`src/rtl/sd_cmd_engine.sv`:
```
// SD/SDIO command-line engine: serialises a 48-bit command frame with CRC7 and
// collects an optional 48/136-bit response, all timed by a self-generated SD clock.
module sd_cmd_engine #(
  parameter int CLK_DIV      = 34,
  parameter int RESP_TIMEOUT = 64,
  parameter int NCC_CYCLES   = 8
) (
  input  logic         clk,
  input  logic         rst,
  input  logic         cmd_valid,
  output logic         cmd_ready,
  input  logic [5:0]   cmd_index,
  input  logic [31:0]  cmd_arg,
  input  logic [1:0]   resp_type,
  output logic         resp_valid,
  output logic [135:0] resp_data,
  output logic         resp_timeout,
  output logic         resp_crc_err,
  output logic         resp_end_err,
  output logic         sd_clk,
  output logic         sd_cmd_o,
  output logic         sd_cmd_oe,
  input  logic         sd_cmd_i
);

  localparam int DIV_W  = (CLK_DIV > 1) ? $clog2(CLK_DIV) : 1;
  localparam int WAIT_W = $clog2(RESP_TIMEOUT + 1);
  localparam int NCC_W  = $clog2(NCC_CYCLES + 1);

  typedef enum logic [2:0] {
    ST_IDLE = 3'd0,
    ST_SEND = 3'd1,
    ST_WAIT = 3'd2,
    ST_RECV = 3'd3,
    ST_NCC  = 3'd4,
    ST_DONE = 3'd5
  } state_t;

  // One serial step of CRC7, polynomial x^7 + x^3 + 1.
  function automatic logic [6:0] crc7_step(input logic [6:0] crc, input logic bit_in);
    logic fb;
    fb = bit_in ^ crc[6];
    crc7_step = {crc[5:0], 1'b0} ^ (fb ? 7'h09 : 7'h00);
  endfunction

  state_t             state_q, state_d;
  logic [DIV_W-1:0]   div_cnt_q, div_cnt_d;
  logic               sd_clk_q, sd_clk_d;
  logic               cmd_ready_q, cmd_ready_d;
  logic               resp_valid_q, resp_valid_d;
  logic               resp_timeout_q, resp_timeout_d;
  logic               resp_crc_err_q, resp_crc_err_d;
  logic               resp_end_err_q, resp_end_err_d;
  logic               sd_cmd_o_q, sd_cmd_o_d;
  logic               sd_cmd_oe_q, sd_cmd_oe_d;
  logic [1:0]         rtype_q, rtype_d;
  logic [39:0]        tx_sr_q, tx_sr_d;
  logic [6:0]         tx_crc_q, tx_crc_d;
  logic [5:0]         tx_cnt_q, tx_cnt_d;
  logic [135:0]       rx_sr_q, rx_sr_d;
  logic [6:0]         rx_crc_q, rx_crc_d;
  logic [7:0]         rx_cnt_q, rx_cnt_d;
  logic [WAIT_W-1:0]  wait_cnt_q, wait_cnt_d;
  logic [NCC_W-1:0]   ncc_cnt_q, ncc_cnt_d;

  logic       tc_s, rise_ev_s, fall_ev_s, rx_crc_en_s;
  logic [7:0] rx_last_s;

  // Divider, transaction FSM and datapath next-state logic.
  always_comb begin
    state_d        = state_q;
    div_cnt_d      = div_cnt_q;
    sd_clk_d       = sd_clk_q;
    cmd_ready_d    = cmd_ready_q;
    resp_valid_d   = 1'b0;
    resp_timeout_d = resp_timeout_q;
    resp_crc_err_d = resp_crc_err_q;
    resp_end_err_d = resp_end_err_q;
    sd_cmd_o_d     = sd_cmd_o_q;
    sd_cmd_oe_d    = sd_cmd_oe_q;
    rtype_d        = rtype_q;
    tx_sr_d        = tx_sr_q;
    tx_crc_d       = tx_crc_q;
    tx_cnt_d       = tx_cnt_q;
    rx_sr_d        = rx_sr_q;
    rx_crc_d       = rx_crc_q;
    rx_cnt_d       = rx_cnt_q;
    wait_cnt_d     = wait_cnt_q;
    ncc_cnt_d      = ncc_cnt_q;

    tc_s      = (div_cnt_q == DIV_W'(CLK_DIV - 1));
    rise_ev_s = tc_s & ~sd_clk_q;
    fall_ev_s = tc_s & sd_clk_q;
    if (tc_s) begin
      div_cnt_d = '0;
      sd_clk_d  = ~sd_clk_q;
    end else begin
      div_cnt_d = div_cnt_q + DIV_W'(1);
    end

    // R2 protects only the CID/CSD body; short responses protect their first 40 bits.
    rx_last_s = (rtype_q == 2'd2) ? 8'd136 : 8'd48;
    if (rtype_q == 2'd2) begin
      rx_crc_en_s = (rx_cnt_q >= 8'd8) && (rx_cnt_q < 8'd128);
    end else begin
      rx_crc_en_s = (rx_cnt_q < 8'd40);
    end

    case (state_q)
      ST_IDLE: begin
        sd_cmd_oe_d = 1'b0;
        sd_cmd_o_d  = 1'b1;
        if (cmd_valid && cmd_ready_q) begin
          cmd_ready_d    = 1'b0;
          rtype_d        = resp_type;
          tx_sr_d        = {1'b0, 1'b1, cmd_index, cmd_arg};
          tx_crc_d       = 7'd0;
          tx_cnt_d       = 6'd0;
          rx_sr_d        = 136'd0;
          rx_crc_d       = 7'd0;
          rx_cnt_d       = 8'd0;
          wait_cnt_d     = '0;
          ncc_cnt_d      = '0;
          resp_timeout_d = 1'b0;
          resp_crc_err_d = 1'b0;
          resp_end_err_d = 1'b0;
          state_d        = ST_SEND;
        end else begin
          cmd_ready_d = 1'b1;
        end
      end
      ST_SEND: begin
        if (fall_ev_s) begin
          if (tx_cnt_q == 6'd48) begin
            sd_cmd_oe_d = 1'b0;
            sd_cmd_o_d  = 1'b1;
            state_d     = (rtype_q != 2'd0) ? ST_WAIT : ST_NCC;
          end else begin
            sd_cmd_oe_d = 1'b1;
            tx_cnt_d    = tx_cnt_q + 6'd1;
            if (tx_cnt_q < 6'd40) begin
              sd_cmd_o_d = tx_sr_q[39];
              tx_sr_d    = {tx_sr_q[38:0], 1'b0};
              tx_crc_d   = crc7_step(tx_crc_q, tx_sr_q[39]);
            end else if (tx_cnt_q < 6'd47) begin
              sd_cmd_o_d = tx_crc_q[6];
              tx_crc_d   = {tx_crc_q[5:0], 1'b0};
            end else begin
              sd_cmd_o_d = 1'b1;
            end
          end
        end else begin
          state_d = ST_SEND;
        end
      end
      ST_WAIT: begin
        if (rise_ev_s) begin
          if (!sd_cmd_i) begin
            rx_sr_d  = {rx_sr_q[134:0], 1'b0};
            rx_crc_d = rx_crc_en_s ? crc7_step(rx_crc_q, 1'b0) : rx_crc_q;
            rx_cnt_d = 8'd1;
            state_d  = ST_RECV;
          end else if (wait_cnt_q == WAIT_W'(RESP_TIMEOUT - 1)) begin
            resp_timeout_d = 1'b1;
            state_d        = ST_NCC;
          end else begin
            wait_cnt_d = wait_cnt_q + WAIT_W'(1);
          end
        end else begin
          state_d = ST_WAIT;
        end
      end
      ST_RECV: begin
        if (rx_cnt_q == rx_last_s) begin
          resp_end_err_d = ~rx_sr_q[0];
          if (rtype_q == 2'd3) begin
            resp_crc_err_d = 1'b0;
          end else begin
            resp_crc_err_d = (rx_crc_q != rx_sr_q[7:1]);
          end
          state_d = ST_NCC;
        end else if (rise_ev_s) begin
          rx_sr_d  = {rx_sr_q[134:0], sd_cmd_i};
          rx_crc_d = rx_crc_en_s ? crc7_step(rx_crc_q, sd_cmd_i) : rx_crc_q;
          rx_cnt_d = rx_cnt_q + 8'd1;
        end else begin
          state_d = ST_RECV;
        end
      end
      ST_NCC: begin
        if (rise_ev_s) begin
          if (ncc_cnt_q == NCC_W'(NCC_CYCLES - 1)) begin
            resp_valid_d = 1'b1;
            state_d      = ST_DONE;
          end else begin
            ncc_cnt_d = ncc_cnt_q + NCC_W'(1);
          end
        end else begin
          state_d = ST_NCC;
        end
      end
      ST_DONE: begin
        cmd_ready_d = 1'b1;
        state_d     = ST_IDLE;
      end
      default: begin
        sd_cmd_oe_d = 1'b0;
        sd_cmd_o_d  = 1'b1;
        cmd_ready_d = 1'b1;
        state_d     = ST_IDLE;
      end
    endcase
  end

  // State and output registers.
  always_ff @(posedge clk or posedge rst) begin
    if (rst) begin
      state_q        <= ST_IDLE;
      div_cnt_q      <= '0;
      sd_clk_q       <= 1'b0;
      cmd_ready_q    <= 1'b1;
      resp_valid_q   <= 1'b0;
      resp_timeout_q <= 1'b0;
      resp_crc_err_q <= 1'b0;
      resp_end_err_q <= 1'b0;
      sd_cmd_o_q     <= 1'b1;
      sd_cmd_oe_q    <= 1'b0;
      rtype_q        <= 2'd0;
      tx_sr_q        <= 40'd0;
      tx_crc_q       <= 7'd0;
      tx_cnt_q       <= 6'd0;
      rx_sr_q        <= 136'd0;
      rx_crc_q       <= 7'd0;
      rx_cnt_q       <= 8'd0;
      wait_cnt_q     <= '0;
      ncc_cnt_q      <= '0;
    end else begin
      state_q        <= state_d;
      div_cnt_q      <= div_cnt_d;
      sd_clk_q       <= sd_clk_d;
      cmd_ready_q    <= cmd_ready_d;
      resp_valid_q   <= resp_valid_d;
      resp_timeout_q <= resp_timeout_d;
      resp_crc_err_q <= resp_crc_err_d;
      resp_end_err_q <= resp_end_err_d;
      sd_cmd_o_q     <= sd_cmd_o_d;
      sd_cmd_oe_q    <= sd_cmd_oe_d;
      rtype_q        <= rtype_d;
      tx_sr_q        <= tx_sr_d;
      tx_crc_q       <= tx_crc_d;
      tx_cnt_q       <= tx_cnt_d;
      rx_sr_q        <= rx_sr_d;
      rx_crc_q       <= rx_crc_d;
      rx_cnt_q       <= rx_cnt_d;
      wait_cnt_q     <= wait_cnt_d;
      ncc_cnt_q      <= ncc_cnt_d;
    end
  end

  assign cmd_ready    = cmd_ready_q;
  assign resp_valid   = resp_valid_q;
  assign resp_data    = rx_sr_q;
  assign resp_timeout = resp_timeout_q;
  assign resp_crc_err = resp_crc_err_q;
  assign resp_end_err = resp_end_err_q;
  assign sd_clk       = sd_clk_q;
  assign sd_cmd_o     = sd_cmd_o_q;
  assign sd_cmd_oe    = sd_cmd_oe_q;

endmodule

```
`config.mk`:
```
export PLATFORM = sky130hd
export DESIGN_NAME = sd_cmd_engine
export DESIGN_NICKNAME = d
export VERILOG_FILES = /design/src/rtl/sd_cmd_engine.sv
export SDC_FILE = /design/constraint.sdc
export NUM_CORES = 1
export LEC_CHECK = 0
export ABC_AREA = 1
export BUFFER_PORTS_ARGS = -buffer_cell sky130_fd_sc_hd__buf_2
export CAP_MARGIN = 20
export CORE_ASPECT_RATIO = 0.75
export CORE_UTILIZATION = 61
export CTS_CLUSTER_DIAMETER = 150
export DETAILED_ROUTE_END_ITERATION = 7
export PLACE_DENSITY = 0.85
export SYNTH_ARGS = -nofsm -noshare
export SYNTH_HDL_FRONTEND = slang
export SYNTH_SLANG_ARGS = --single-unit
```
`constraint.sdc`:
```
create_clock -name clk -period 10.5 [get_ports clk]
set_input_delay 0.525 -clock clk [delete_from_list [all_inputs] [get_ports clk]]
set_output_delay 0.525 -clock clk [all_outputs]
set_load 0.05 [all_outputs]
```
; Word-level counts from Yosys, hierarchy flattened
; Index checks and enable logic that the tools add are counted.
[word_totals]
regBits = 234
in_bits = 44
wordCells = 179
[classes]
add_sub_neg = 5
n_lt_le_gt_ge = 5
eq_ne = 34
muxes = 83
bitwise_logic = 10
n_reduce_logical = 23
[op_table]
columns = cell, count
row1 = 136-bit two-way mux, 5
row2 = 136-bit case mux with 3 select lines, 1
row3 = 40-bit two-way mux, 4
row4 = 7-bit two-way mux, 14
row5 = 40-bit case mux with 2 select lines, 1
row6 = 8-bit two-way mux, 6
row7 = 3-bit two-way mux, 11
row8 = "2-bit != test, second input constant", 16
row9 = 7-bit case mux with 2 select lines, 2
row10 = 5-bit AND reduction, 5
row11 = 4-bit two-way mux, 6
row12 = 6-bit two-way mux, 4
row13 = 8-bit case mux with 3 select lines, 1
row14 = 7-bit case mux with 3 select lines, 1
row15 = 7-bit by 4-bit XOR with 7-bit output, 3
row16 = 1-bit two-way mux, 18
row17 = 3-bit case mux with 5 select lines, 1
row18 = "6-bit by 1-bit adder with 6-bit output, second input constant", 2
row19 = "6-bit == test, second input constant", 2
row20 = "6-bit less-than comparator, second input constant", 2
row21 = "3-bit != test, second input constant", 4
row22 = 1-bit case mux with 2 select lines, 6
row23 = 6-bit case mux with 2 select lines, 1
row24 = 2-bit nonzero test, 5
row25 = other kinds (28), 39

; Logic depth before layout (Yosys ltp)
[depth]
depth_word = 7
ltp_mapped = 13
mapped_depth_nobuf = 11

; Worst setup path after synthesis
; No wires, ideal clock.
[synth_path]
path_kind = reg2reg
start = reg div_cnt_q[1]
end = reg rx_sr_q[100], in the netlist resp_data[100]
arrival_time_ps = 1786
required_time_ps = 10380
slack_ps = 8594
path_stages_with_launch = 14
path_buffers = 2
period_less_slack_ps = 1906
cell_sequence = dfrtp_1 inv_1 ha_1 nand3_1 nor2_4 nand2_1 nand2_1 nand2_1 nor2_4 nand2_2 buf_6 buf_4 nand2_1 o21ai_2
[synth_via]
elab_chain_len = 4
[synth_rtl]
columns = item, line_no
row1 = start: declaration, 47  ; logic [DIV_W-1:0] div_cnt_q, div_cnt_d;
row2 = start signal: assignment, 239  ; div_cnt_q <= div_cnt_d;
row3 = 6-bit == test (*), 91  ; tc_s = (div_cnt_q == DIV_W'(CLK_DIV - 1));
row4 = 1-bit bitwise AND (*), 92  ; rise_ev_s = tc_s & ~sd_clk_q;
row5 = 2-bit != test (no line), -
row6 = 6-bit AND reduction (no line) (*), -
row7 = end signal: assignment, 252  ; rx_sr_q <= rx_sr_d;
row8 = end: declaration, 60  ; logic [135:0] rx_sr_q, rx_sr_d;
; Mark *: on every way between the ends. The rest lies on a longest branch, timed or not.
; A chain may end at the register's enable or synchronous reset.

; Worst setup path in the final report
[layout_path]
start = reg state_q[2]
end = reg rx_sr_q[109], in the netlist resp_data[109]
[layout_via]
elab_chain_len = 3
[layout_rtl]
columns = item, line_no
row1 = start: declaration, 46  ; state_t state_q, state_d;
row2 = start signal: assignment, 238  ; state_q <= state_d;
row3 = 3-bit by 2-bit == test with 1-bit output / 3-bit logical NOT (equally long branches), 109  ; case (state_q)
row4 = 2-bit != test (no line) / 3-bit nonzero test (equally long branches), -
row5 = 6-bit AND reduction (no line), -
; Parallel ways exist; a longest one is shown, timed or not.

==> impl_results.md <==
- Status: finished, final reports clean
- Top post-synthesis cells by count: nand2_1 (491), dfrtp_1 (232), o21ai_2 (120), inv_1 (85), o21ai_0 (65)
- Drc violations: 0
- Via/cell ratio: 5.24
- Syn Std Cell Area: 11300 µm²
- Relative slew slack: 0.334
- R2R depth: 10
- Num ports: 188
- Final setup vio count: 0
- Tightest Hold Check Type: in -> async
- Register area share after synthesis: 0.520
- Initial antenna violation count: 0
- Final ANT Viol Nets: 0
- Area contributors post-synth: dfrtp_1 (52%), nand2_1 (16%), o21ai_2 (9.3%)
- Worst Path Arrival: 4770 ps
- Worst-Margin Slew: 999 ps
- Ys async rst share: 1.00
- CTS Hold Buffers Added: 0
- Worst Skew: 9.84 ps
- Post-route insts no fill: 1716
- Total GRT Usage: 0.248
- Largest net degree at the start of global routing: 117
- Maximum capacitance violations: 0
- Nature of the critical path endpoint: register
- Routed len/inst: 13.9 µm
- Die W: 159 µm
- Lkg Pwr: 6.47 nW
- Drt pass-1 iters: 6
- Yosys warnings: 0
- Die height: 120 µm
- Synth area leader: dfrtp_1
- ANT cells: 0
- Clock buffer depth: 3
- Port Buffers: 187
- Area Overhead vs Synth: 14.1%
- Setup WS pre-CTS: 6050 ps
- Worst vdd ir: 111 µV
- Number of synthesized flops with an enable pin: 0
- CTS clock-pin slew for the worst setup and hold paths: 60 ps
- Crit path launch type: register
- Count of different cell masters after synthesis: 36
- CTS resizes: 0
- Clk root buf: clkbuf_16
- Setup Crit Path Kind: reg -> reg
- Final setup TNS: 0 ps
- TritonCTS clock tree: built
- Worst-Skew Late Latency: 510 ps
- Remaining Overflow, GRT: 0
- Period utilisation layout: 0.413
- # clock sinks: 234
- Fillers: 1317
- H-tree depth: 1
- Fin. Hold Viols: 0
- Inserted Clock Buffers: 24
- Post-Synthesis Cells: 1302
- Most common cell in the synthesized netlist: nand2_1
- Synth Area per Inst: 8.66 µm²
- Nets@finish: 1509
- Tmin final: 4330 ps
- Yosys top cell area share: 0.515
- Final WL: 23.8 mm
- Worst Path Max Fanout: 116
- Ys flop type: dfrtp_1
- Pwr dens: 135 nW/µm²
- Die Area: 19000 µm²
- Core ar.: 17900 µm²
- Tot Pwr: 1.74 mW
- DP HPWL: 15.4 mm
- Layout cells sized above 1: 0.255
- GP Congestion: 0.892
- Post-synthesis net count: 1354
- Dpl cells: 1672
- Seq cells post-synth: 234
- Vias in the first global route: 8016
- Initial Util: 0.631
- Post-CTS Setup Inserts: 0
- Hold WS: 102 ps
- R2r setup slk: 6170 ps
- Via count: 8987
- First-pass GRT wire length: 39.2 mm
- RSZ-0062 raised after global routing: false
- Fmax: 231 MHz
- Drt initial violations: 852
- Site Rows: 42
- Critical Path RT: 10930 ps
- Final setup margin: 6170 ps
- Slew Limit Fails: 0
cell families after synthesis:
kind of cell,synth area share
AO/OA/AOI/OAI,0.153
AND/OR/NAND/NOR,0.230
XOR/XNOR,0.0140
flip-flops,0.520
adder cells (fa/ha/maj),0.00888
buffers and inverters,0.0746
area by class of cell:
cell class                 instances  area, µm²  share of cell area
sequential                       234       5860               0.455
clock inverter                     4       20.0             0.00156
tap                              242        303              0.0235
timing repair buffer             195       1030              0.0800
clock buffer                      39        708              0.0551
inverter                          92        353              0.0274
multi-input combinational        910       4590               0.357
per-stage QoR:
step / cell area (µm²) / util
floorplan: 11300 / -
global placement: 12100 / 0.676
detailed placement: 12100 / 0.678
CTS: 12800 / 0.718
global route: 12900 / 0.720
finish: 12900 / 0.720
registers in the layout, indices dropped and copies added, names as in the netlist, 2 cells and up:
register and count:
resp_data 136, rtype_q 2, tx_cnt_q 6, state_q 3, rx_cnt_q 8, tx_crc_q 7, rx_crc_q 7, tx_sr_q 40
wait_cnt_q 7, ncc_cnt_q 4, div_cnt_q 6
cells in the final DEF (no fill, tap or decap), drive strengths merged:
cell / n
o21a: 1
or2: 3
inv: 91
ha: 8
nor2: 55
nand4: 16
nor3: 10
a31oi: 2
xnor2: 9
nor3b: 1
o31ai: 2
o21ai: 235
nor4: 1
nand2: 498
buf: 195
xor2: 9
clkinv: 5
nand3: 43
dfstp: 2
clkbuf: 39
dfrtp: 232
nand3b: 5
a21oi: 12
layer usage:
layer | wire length [µm] | share of wire | global-route usage
met3 | 1520 | 0.064 | 0.0442
met5 | 0 | 0 | 0
met1 | 11500 | 0.48 | 0.383
met2 | 10500 | 0.44 | 0.370
met4 | 327 | 0.014 | 0.0493
where the power goes:
group	switching [mW]	internal [mW]	leakage (nW)
Combinational	0.0242	0.00922	3.12
Sequential	0	0.902	2.99
Clock	0.343	0.459	0.358
Total	0.367	1.37	6.47
critical path: stages, from the launching register on:
cell     delay (ps)
dfrtp_1         480
inv_1           130
nand2_2         140
nor2_2          290
nand4_2         480
nand2_8         770
buf_4           700
buf_4           610
buf_16          330
nand2_1         120
o21ai_2          80
worst paths after layout:
check                             start              to
min in group clk           resp_type[0]      rtype_q[0]
setup reg to reg             state_q[2]  resp_data[109]
max in group asynchronous           rst  resp_data[128]
hold reg to reg             tx_crc_q[5]     tx_crc_q[5]
setup / recovery             state_q[2]  resp_data[109]
hold / removal                      rst   resp_data[23]
No activity file was read; power rests on OpenSTA's default activity.
